--- config.mk ---
export PLATFORM = sky130hd
export DESIGN_NAME = sum_stream_accumulator
export DESIGN_NICKNAME = d
export VERILOG_FILES = /design/src/rtl/acc_pkg.sv /design/src/rtl/sum_stream_accumulator.sv
export SDC_FILE = /design/constraint.sdc
export NUM_CORES = 1
export LEC_CHECK = 0
export BUFFER_PORTS_ARGS = -buffer_cell sky130_fd_sc_hd__buf_2
export CAP_MARGIN = 20
export CORE_UTILIZATION = 56
export DETAILED_ROUTE_END_ITERATION = 7
export HOLD_SLACK_MARGIN = 0.05
export PLACE_DENSITY = 0.91
export SYNTH_ARGS = -nofsm -noshare
export SYNTH_HDL_FRONTEND = slang
export SYNTH_SLANG_ARGS = --single-unit
--- constraint.sdc ---
create_clock -name clk_i -period 5.4 [get_ports clk_i]
set_clock_uncertainty 0.15 [all_clocks]
set_input_delay 0.54 -clock clk_i [delete_from_list [all_inputs] [get_ports clk_i]]
set_output_delay 0.54 -clock clk_i [all_outputs]
set_load 0.01 [all_outputs]
--- src/rtl/acc_pkg.sv ---
// Shared definitions for the sum stream accumulator.
// Holds the frame state encoding, the width of one reconstructed adder beat,
// the default frame length / accumulator width, and a helper that rebuilds
// a beat from the adder's sum byte and carry-out.
package acc_pkg;

  // Frame progress: no beat yet, partway through a frame, result presented.
  typedef enum logic [1:0] {
    StIdle  = 2'd0,
    StAccum = 2'd1,
    StHold  = 2'd2
  } acc_state_e;

  // One adder result is 8 sum bits plus the carry-out.
  localparam int unsigned BeatW = 9;

  localparam int unsigned DefaultBeats = 4;
  localparam int unsigned DefaultAccW  = 16;

  // Carry-out becomes the MSB so the beat is the true 9-bit adder result.
  function automatic logic [BeatW-1:0] beat_value(input logic cout, input logic [7:0] s);
    return {cout, s};
  endfunction

endpackage

--- src/rtl/sum_stream_accumulator.sv ---
// Sum stream accumulator.
// Accepts adder results (8-bit sum + carry-out) over a valid/ready input,
// accumulates BEATS of them into an ACC_W-bit wrapping total and presents one
// result per frame over a valid/ready output, with a sticky overflow flag.
//
// Ports:
//   clk_i        rising-edge clock
//   rst_ni       asynchronous active-low reset
//   clear_i      synchronous frame abort, beats any handshake in the same cycle
//   in_valid_i   upstream beat valid
//   in_ready_o   block can take a beat (IDLE/ACCUM, and not in reset)
//   in_s_i       sum byte from the adder
//   in_cout_i    carry-out from the adder
//   out_valid_o  frame result valid (HOLD)
//   out_ready_i  downstream accepts the result
//   out_data_o   accumulated frame total
//   out_ovf_o    total wrapped at least once during the frame
module sum_stream_accumulator
  import acc_pkg::*;
#(
  parameter int unsigned BEATS = DefaultBeats,
  parameter int unsigned ACC_W = DefaultAccW
) (
  input  logic             clk_i,
  input  logic             rst_ni,
  input  logic             clear_i,
  input  logic             in_valid_i,
  output logic             in_ready_o,
  input  logic [7:0]       in_s_i,
  input  logic             in_cout_i,
  output logic             out_valid_o,
  input  logic             out_ready_i,
  output logic [ACC_W-1:0] out_data_o,
  output logic             out_ovf_o
);

  localparam int unsigned CntW = $clog2(BEATS + 1);
  localparam logic [CntW-1:0] LastCnt = CntW'(BEATS - 1);

  acc_state_e      state_q, state_d;
  logic [ACC_W-1:0] acc_q, acc_d;
  logic             ovf_q, ovf_d;
  logic [CntW-1:0]  cnt_q, cnt_d;
  // Holds in_ready low while reset is asserted and until the first edge after release.
  logic             rdy_q;

  logic [ACC_W-1:0] beat_ext;
  logic [ACC_W:0]   sum;
  logic             in_fire;
  logic             out_fire;

  assign beat_ext = {{(ACC_W - BeatW){1'b0}}, beat_value(in_cout_i, in_s_i)};

  // Single ACC_W+1-bit adder; the top bit is the wrap carry.
  assign sum = {1'b0, acc_q} + {1'b0, beat_ext};

  // Outputs decode registered state only.
  assign in_ready_o  = rdy_q && (state_q != StHold);
  assign out_valid_o = (state_q == StHold);
  assign out_data_o  = acc_q;
  assign out_ovf_o   = ovf_q;

  assign in_fire  = in_valid_i && in_ready_o;
  assign out_fire = out_valid_o && out_ready_i;

  always_comb begin
    state_d = state_q;
    acc_d   = acc_q;
    ovf_d   = ovf_q;
    cnt_d   = cnt_q;

    if (clear_i) begin
      state_d = StIdle;
      acc_d   = '0;
      ovf_d   = 1'b0;
      cnt_d   = '0;
    end else begin
      unique case (state_q)
        StIdle, StAccum: begin
          if (in_fire) begin
            acc_d = sum[ACC_W-1:0];
            ovf_d = ovf_q | sum[ACC_W];
            cnt_d = cnt_q + CntW'(1);
            // With BEATS == 1 the very first beat completes the frame.
            state_d = (cnt_q == LastCnt) ? StHold : StAccum;
          end
        end
        StHold: begin
          if (out_fire) begin
            state_d = StIdle;
            acc_d   = '0;
            ovf_d   = 1'b0;
            cnt_d   = '0;
          end
        end
        default: begin
          state_d = StIdle;
          acc_d   = '0;
          ovf_d   = 1'b0;
          cnt_d   = '0;
        end
      endcase
    end
  end

  always_ff @(posedge clk_i or negedge rst_ni) begin
    if (!rst_ni) begin
      state_q <= StIdle;
      acc_q   <= '0;
      ovf_q   <= 1'b0;
      cnt_q   <= '0;
      rdy_q   <= 1'b0;
    end else begin
      state_q <= state_d;
      acc_q   <= acc_d;
      ovf_q   <= ovf_d;
      cnt_q   <= cnt_d;
      rdy_q   <= 1'b1;
    end
  end

endmodule

==> impl_metrics.json, run 1 <==
{
  "clkPwrFrac": 0.235,
  "cp_slowest_cell": "dfrtp_1",
  "fin_tns_setup_ns": 0,
  "rrSetupSlack_ns": 3.17,
  "clock-sinks": 23,
  "gp_congestion": 0.849,
  "critPathArrivalTime_ns": 2.29,
  "critPathKind": "register to register",
  "setup_ws_ns": 3.17,
  "hold_ws_ns": 0.267,
  "fin_crit_ns": 2.23,
  "rows": 17,
  "path_cells": "ha_1 > inv_1 > fa_1 > nor2b_1 > o21ai_0 > nand2b_1 > a2111oi_2 > mux2i_1 > nand2_1",
  "core_area_um2": 2300,
  "grt_max_degree": 24,
  "drcViolationCount": 0,
  "grt_pass1_vias": 1159,
  "power_frac_seq": 0.521,
  "post-place-ws_ns": 2.93,
  "ff2ff_path_depth": 9,
  "hold_viol": 0,
  "worstMarginPinSlew_ns": 0.825,
  "clockBufferDepth": 2,
  "seq_area_frac_synth": 0.407,
  "instances_no_fill": 214,
  "cts-htree-levels": 1,
  "critical_path.top_delay_family": "compound AO/OA/AOI/OAI gates",
  "p_per_area_nw_per_um2": 220,
  "dp_cells": 209,
  "synth_cell_types": 38,
  "layout-drive-gt1-share": 0.210,
  "io_buffers": 32,
  "finalSetupViolations": 0,
  "cts_tree": "built",
  "synth-seq-cells": 23,
  "wl_per_cell_um": 13.9,
  "status": "finished clean",
  "end_kind": "register",
  "timing.critical_path.buf_inv": 1,
  "timing.rr.start": "out_data_o[0]",
  "synth-async-reset-ratio": 1.00,
  "fmax_ghz": 0.449,
  "worstHoldEndpoint": "state_q[1]",
  "die_area_um2": 2730,
  "antenna_left": 0,
  "required_ns": 5.47,
  "initial_core_util": 0.615,
  "internal-power_uw": 244,
  "first_iter_violations": 42,
  "drv_cap": 0,
  "crit_path_start_kind": "register",
  "hold_class": "input port to register",
  "layout.nets": 213,
  "yosysWarningCount": 0,
  "vdd_drop_max_uv": 150,
  "area_growth_syn_to_layout_pct": 15.0,
  "p_sw_frac": 0.316,
  "max_stage_delay_ns": 0.43,
  "p_leak_nw": 0.838,
  "fin_crit_sh": 0.412,
  "grt_overflow": 0,
  "viasPerCell": 5.80,
  "clk-insertion-delay-late_ns": 0.32,
  "firstDrtPassIters": 4,
  "slew_headroom": 0.448,
  "synth_area_um2": 1410,
  "post-dp-hpwl_um": 2270,
  "diodes": 0,
  "grt_usage": 0.245,
  "comb_power_share": 0.244,
  "num_io_pins": 33,
  "syn_inst": 152,
  "synth-edff-count": 0,
  "final_core_util": 0.707,
  "syn_avg_cell_area_um2": 9.29,
  "die_h_um": 52.2,
  "die_w_um": 52.2,
  "synthFlopType": "dfrtp_1",
  "hold_depth": 2,
  "r2r_end": "out_data_o[8]",
  "clk_pin_slew_ns": 0.14,
  "via_count": 1242,
  "p_switching_uw": 113,
  "postCtsSetupBuffers": 0,
  "rsz0062_at_grt": "no",
  "min_from": "out_ready_i",
  "routed_wl_um": 2980,
  "critPathMaxFanout": 4,
  "cts_buffers": 3,
  "maxSlewViolCount": 0,
  "grt_pass1_wl_um": 4910,
  "clockRootBuffer": "clkbuf_4",
  "synth_fp_nets": 178,
  "grt_antenna_before_repair": 0
}
==> worst max path at each step <==
stage	start	to	slack [ns]	cells past startpoint
2_1_floorplan	in_s_i[0]	out_data_o[8]	3.17	9
3_3_place_gp	in_s_i[0]	out_data_o[8]	2.99	10
3_5_place_dp	in_s_i[0]	out_data_o[8]	2.93	10
4_1_cts	out_data_o[0]	out_data_o[8]	3.17	9
5_1_grt	out_data_o[0]	out_data_o[8]	3.05	9
6_report	out_data_o[0]	out_data_o[8]	3.17	9
==> kinds of logic (layout without fill, tap and decap cells) <==
| kind of cell | after synthesis | in the layout | synth area share |
|---|---|---|---|
| and+or+nand+nor | 56 | 56 | 0.185 |
| AOI/OAI and AO/OA | 41 | 41 | 0.202 |
| DFF | 23 | 23 | 0.407 |
| adders and majority gates | 12 | 12 | 0.112 |
| buffers and inverters | 10 | 44 | 0.0345 |
| xor gates and xnor gates | 8 | 8 | 0.0496 |
| other | 1 | 1 | 0.00265 |
| muxes | 1 | 1 | 0.00709 |
==> layout make-up <==
class / instances / area [um2]
fillers: 173 / 673
clock buffers: 4 / 26.3
well taps: 28 / 35.0
flip-flops and latches: 23 / 576
repair buffers: 33 / 170
multi-input cells: 119 / 788
inverters: 7 / 28.8
==> power groups by stage <==
stage               Clock, mW  Sequential, mW  Combinational (mW)
finish                 0.0838           0.186              0.0871
global route           0.0902           0.187              0.0963
CTS                    0.0836           0.186              0.0869
detailed placement          0           0.189              0.0856
global placement            0           0.189              0.0824
floorplan                   0           0.191              0.0575
==> registers in the layout (all words and copies together), names as in the netlist <==
signal and flops:
cnt_q 3, rdy_q 1, out_data_o 16, out_ovf_o 1, state_q 2
==> synthesized netlist by cell type (all sizes together) (2+ instances only) <==
master	number	area share
nor3b	2	0.011
o21a	3	0.016
or3	2	0.0089
a21oi	2	0.0071
a211oi	5	0.027
a31oi	2	0.0089
nand4	3	0.013
o21ai	17	0.060
ha	11	0.097
inv	7	0.020
nor3	5	0.018
buf	2	0.012
a21o	2	0.011
nand2b	2	0.0089
and3	5	0.022
o31ai	2	0.011
nand2	20	0.053
a22o	2	0.012
dfrtp	23	0.41
nor2	14	0.037
xor2	4	0.025
xnor2	4	0.025
==> per-layer routing <==
metal  up-vias  wire length (um)  GRT usage
li1        606                 -          -
met2        45              1520      0.442
met4         0                50     0.0921
met5         -                 0          0
met1       583              1240      0.298
met3         8               167     0.0261
==> metrics by stage <==
stage / total power, mW / area (um2)
after detailed placement: 0.275 / 1590
final: 0.357 / 1620
after global placement: 0.271 / 1590
after global routing: 0.373 / 1620
after CTS: 0.356 / 1620
after floorplan: 0.248 / 1410
==> cell usage in the layout (no fill, tap or decap), types with 3 or more instances in the layout <==
cell type | netlist | routed
buf_2 | 1 | 32
xor2_1 | 4 | 4
inv_1 | 6 | 6
xnor2_1 | 4 | 4
nand4_1 | 3 | 3
o21a_1 | 3 | 3
nor3_1 | 5 | 5
nor2_1 | 14 | 14
and3_1 | 5 | 5
dfrtp_1 | 23 | 23
ha_1 | 11 | 11
o21ai_0 | 15 | 15
a211oi_1 | 5 | 5
nand2_1 | 20 | 20
clkbuf_4 | 0 | 3
==> what timing repair did <==
item,4_1_cts,5_1_grt
endpoints found under the hold margin,12,0
hold buffers,1,0
gates resized for setup,0,0
(Power assumes the default switching activity.)
==> run 2, diff against run 1 <==
Settings changed: CORE_UTILIZATION 56 to 48, PLACE_DENSITY 0.91 to 0.83.
Clock period 5.4 ns to 1.93 ns, I/O delays scaled along.
==> run 2 against run 1 <==
Net effect: the run now ends with setup timing left; sequential share of layout area decreased by 6.3 points; register-to-register slack got worse by 3.4 ns; cell count increased by 12%; sequential power increased to 2.8 times the previous value; non-clock buffer count increased by 23; wire length increased by 30%; utilization increased by 0.29 points; die area increased by 16%; hold slack got worse by 0.19 ns; critical path depth unchanged; power increased to 3.2 times the previous value; setup slack got worse by 3.4 ns.
==> impl_metrics.json, run 2 (synthesized netlist as in run 1, its figures left out) <==
{
  "die_w_um": 56.3,
  "largest_register_ffs": 16,
  "hold_viol": 0,
  "grt_overflow": 0,
  "drcViolationCount": 0,
  "initial_core_util": 0.508,
  "cts_tree": "built",
  "finalSetupViolations": 6,
  "gp_congestion": 0.881,
  "final_cell_mix": "buf_2, dfrtp_1, buf_4",
  "failed_checks": "setup timing",
  "layout.nets": 236,
  "die_area_um2": 3160,
  "power_mw": 1.14,
  "p_sw_frac": 0.336,
  "drv_cap": 0,
  "setup_ws_ns": -0.219,
  "maxSlewViolCount": 0,
  "hold_class": "input port to register",
  "instances_no_fill": 240,
  "io_buffers": 32,
  "critPathMaxFanout": 3,
  "critPathArrivalTime_ns": 2.22,
  "critPathKind": "register to register",
  "post-place-ws_ns": -0.142,
  "num_io_pins": 33,
  "p_leak_nw": 0.974,
  "vdd_drop_max_uv": 403,
  "slew_headroom": 0.653,
  "clockRootBuffer": "clkbuf_4",
  "post-dp-hpwl_um": 2480,
  "comb_power_share": 0.332,
  "dpl-instance-area_um2": 1720,
  "design_area_um2": 1970,
  "fin_crit_ns": 2.15,
  "firstDrtPassIters": 5,
  "cts-htree-levels": 1,
  "area_growth_syn_to_layout_pct": 39.8,
  "hold_ws_ns": 0.0802,
  "timing.rr.start": "out_data_o[0]",
  "dp_cells": 229,
  "via_count": 1410,
  "internal-power_uw": 759,
  "clk-insertion-delay-late_ns": 0.32,
  "layout-drive-gt1-share": 0.411,
  "cts_buffers": 3,
  "rsz0062_at_grt": "yes",
  "core_area_um2": 2780,
  "routed_wl_um": 3880,
  "grt_antenna_before_repair": 0,
  "p_switching_uw": 384,
  "fin_crit_sh": 1.11,
  "min_from": "clear_i",
  "final_common_cell": "buf_2",
  "diodes": 0,
  "clock-sinks": 23,
  "grt_usage": 0.241,
  "first_iter_violations": 47,
  "end_kind": "register",
  "hold_depth": 4,
  "crit_path_start_kind": "register",
  "power_frac_seq": 0.457,
  "status": "finished with violations",
  "rows": 19,
  "grt_pass1_vias": 1353,
  "antenna_left": 0,
  "setup.worst_path.start": "out_data_o[0]",
  "grt_max_degree": 24,
  "ff2ff_path_depth": 9,
  "die_h_um": 56.3,
  "wl_per_cell_um": 16.2,
  "clkPwrFrac": 0.211,
  "worstMarginPinSlew_ns": 0.521,
  "grt_pass1_wl_um": 6110,
  "clk_pin_slew_ns": 0.14,
  "p_per_area_nw_per_um2": 579,
  "fmax_ghz": 0.465,
  "viasPerCell": 5.88,
  "clockBufferDepth": 2,
  "required_ns": 2.00
}
## run 2: final cells by class
type	instances	area, um2
clock inverters	1	5.00
repair buffers	56	348
clock buffers	3	22.5
inverters	7	28.8
flip-flops and latches	23	576
well taps	31	38.8
multi-input cells	119	956
fillers	194	807
## run 2: path summary, 6_finish.rpt
check | end | slack (ns)
min in group asynchronous | rdy_q | 0.20
min | out_data_o[12] | 0.08
max reg2reg | out_data_o[8] | -0.22
max in group asynchronous | out_data_o[4] | 1.08
max | out_data_o[8] | -0.22
min reg2reg | cnt_q[2] | 0.35
## run 2: stage by stage
step                       util  setup TNS (ns)
after floorplan               -          -0.201
after global placement    0.620          -0.168
after detailed placement  0.620          -0.827
after CTS                 0.673          -0.453
after global routing      0.710           -1.50
final                     0.710          -0.949
## run 2: critical path, cell delays in order, from the launching register on
cell       delay [ns]
dfrtp_1          0.42
ha_2             0.19
inv_2            0.06
fa_2             0.19
nor2b_2          0.04
o21ai_1          0.13
nand2b_1         0.14
a2111oi_4        0.37
mux2i_1          0.28
nand2_1          0.08
## run 2: per-layer routing
layer  global-route usage  part of all wire  vias up
met5                    0                 0        -
met4               0.0418             0.016        0
met3               0.0230             0.041       11
met2                0.454              0.53       63
met1                0.301              0.41      686
li1                     -                 -      650
## run 2: power groups by stage
| stage | logic, mW | registers [mW] | clock network (mW) |
|---|---|---|---|
| after floorplan | 0.162 | 0.534 | 0 |
| after global placement | 0.276 | 0.525 | 0 |
| after detailed placement | 0.286 | 0.528 | 0 |
| after CTS | 0.316 | 0.521 | 0.240 |
| after global routing | 0.405 | 0.525 | 0.259 |
| final | 0.379 | 0.522 | 0.242 |
## run 2: what timing repair did
item / CTS / global route
resized for setup: 12 / 22
pin swaps: 12 / 5
endpoints found under the setup margin: 11 / 21
hold endpoints to repair: 24 / 0
hold buffers: 3 / 0
setup buffers: 3 / 2
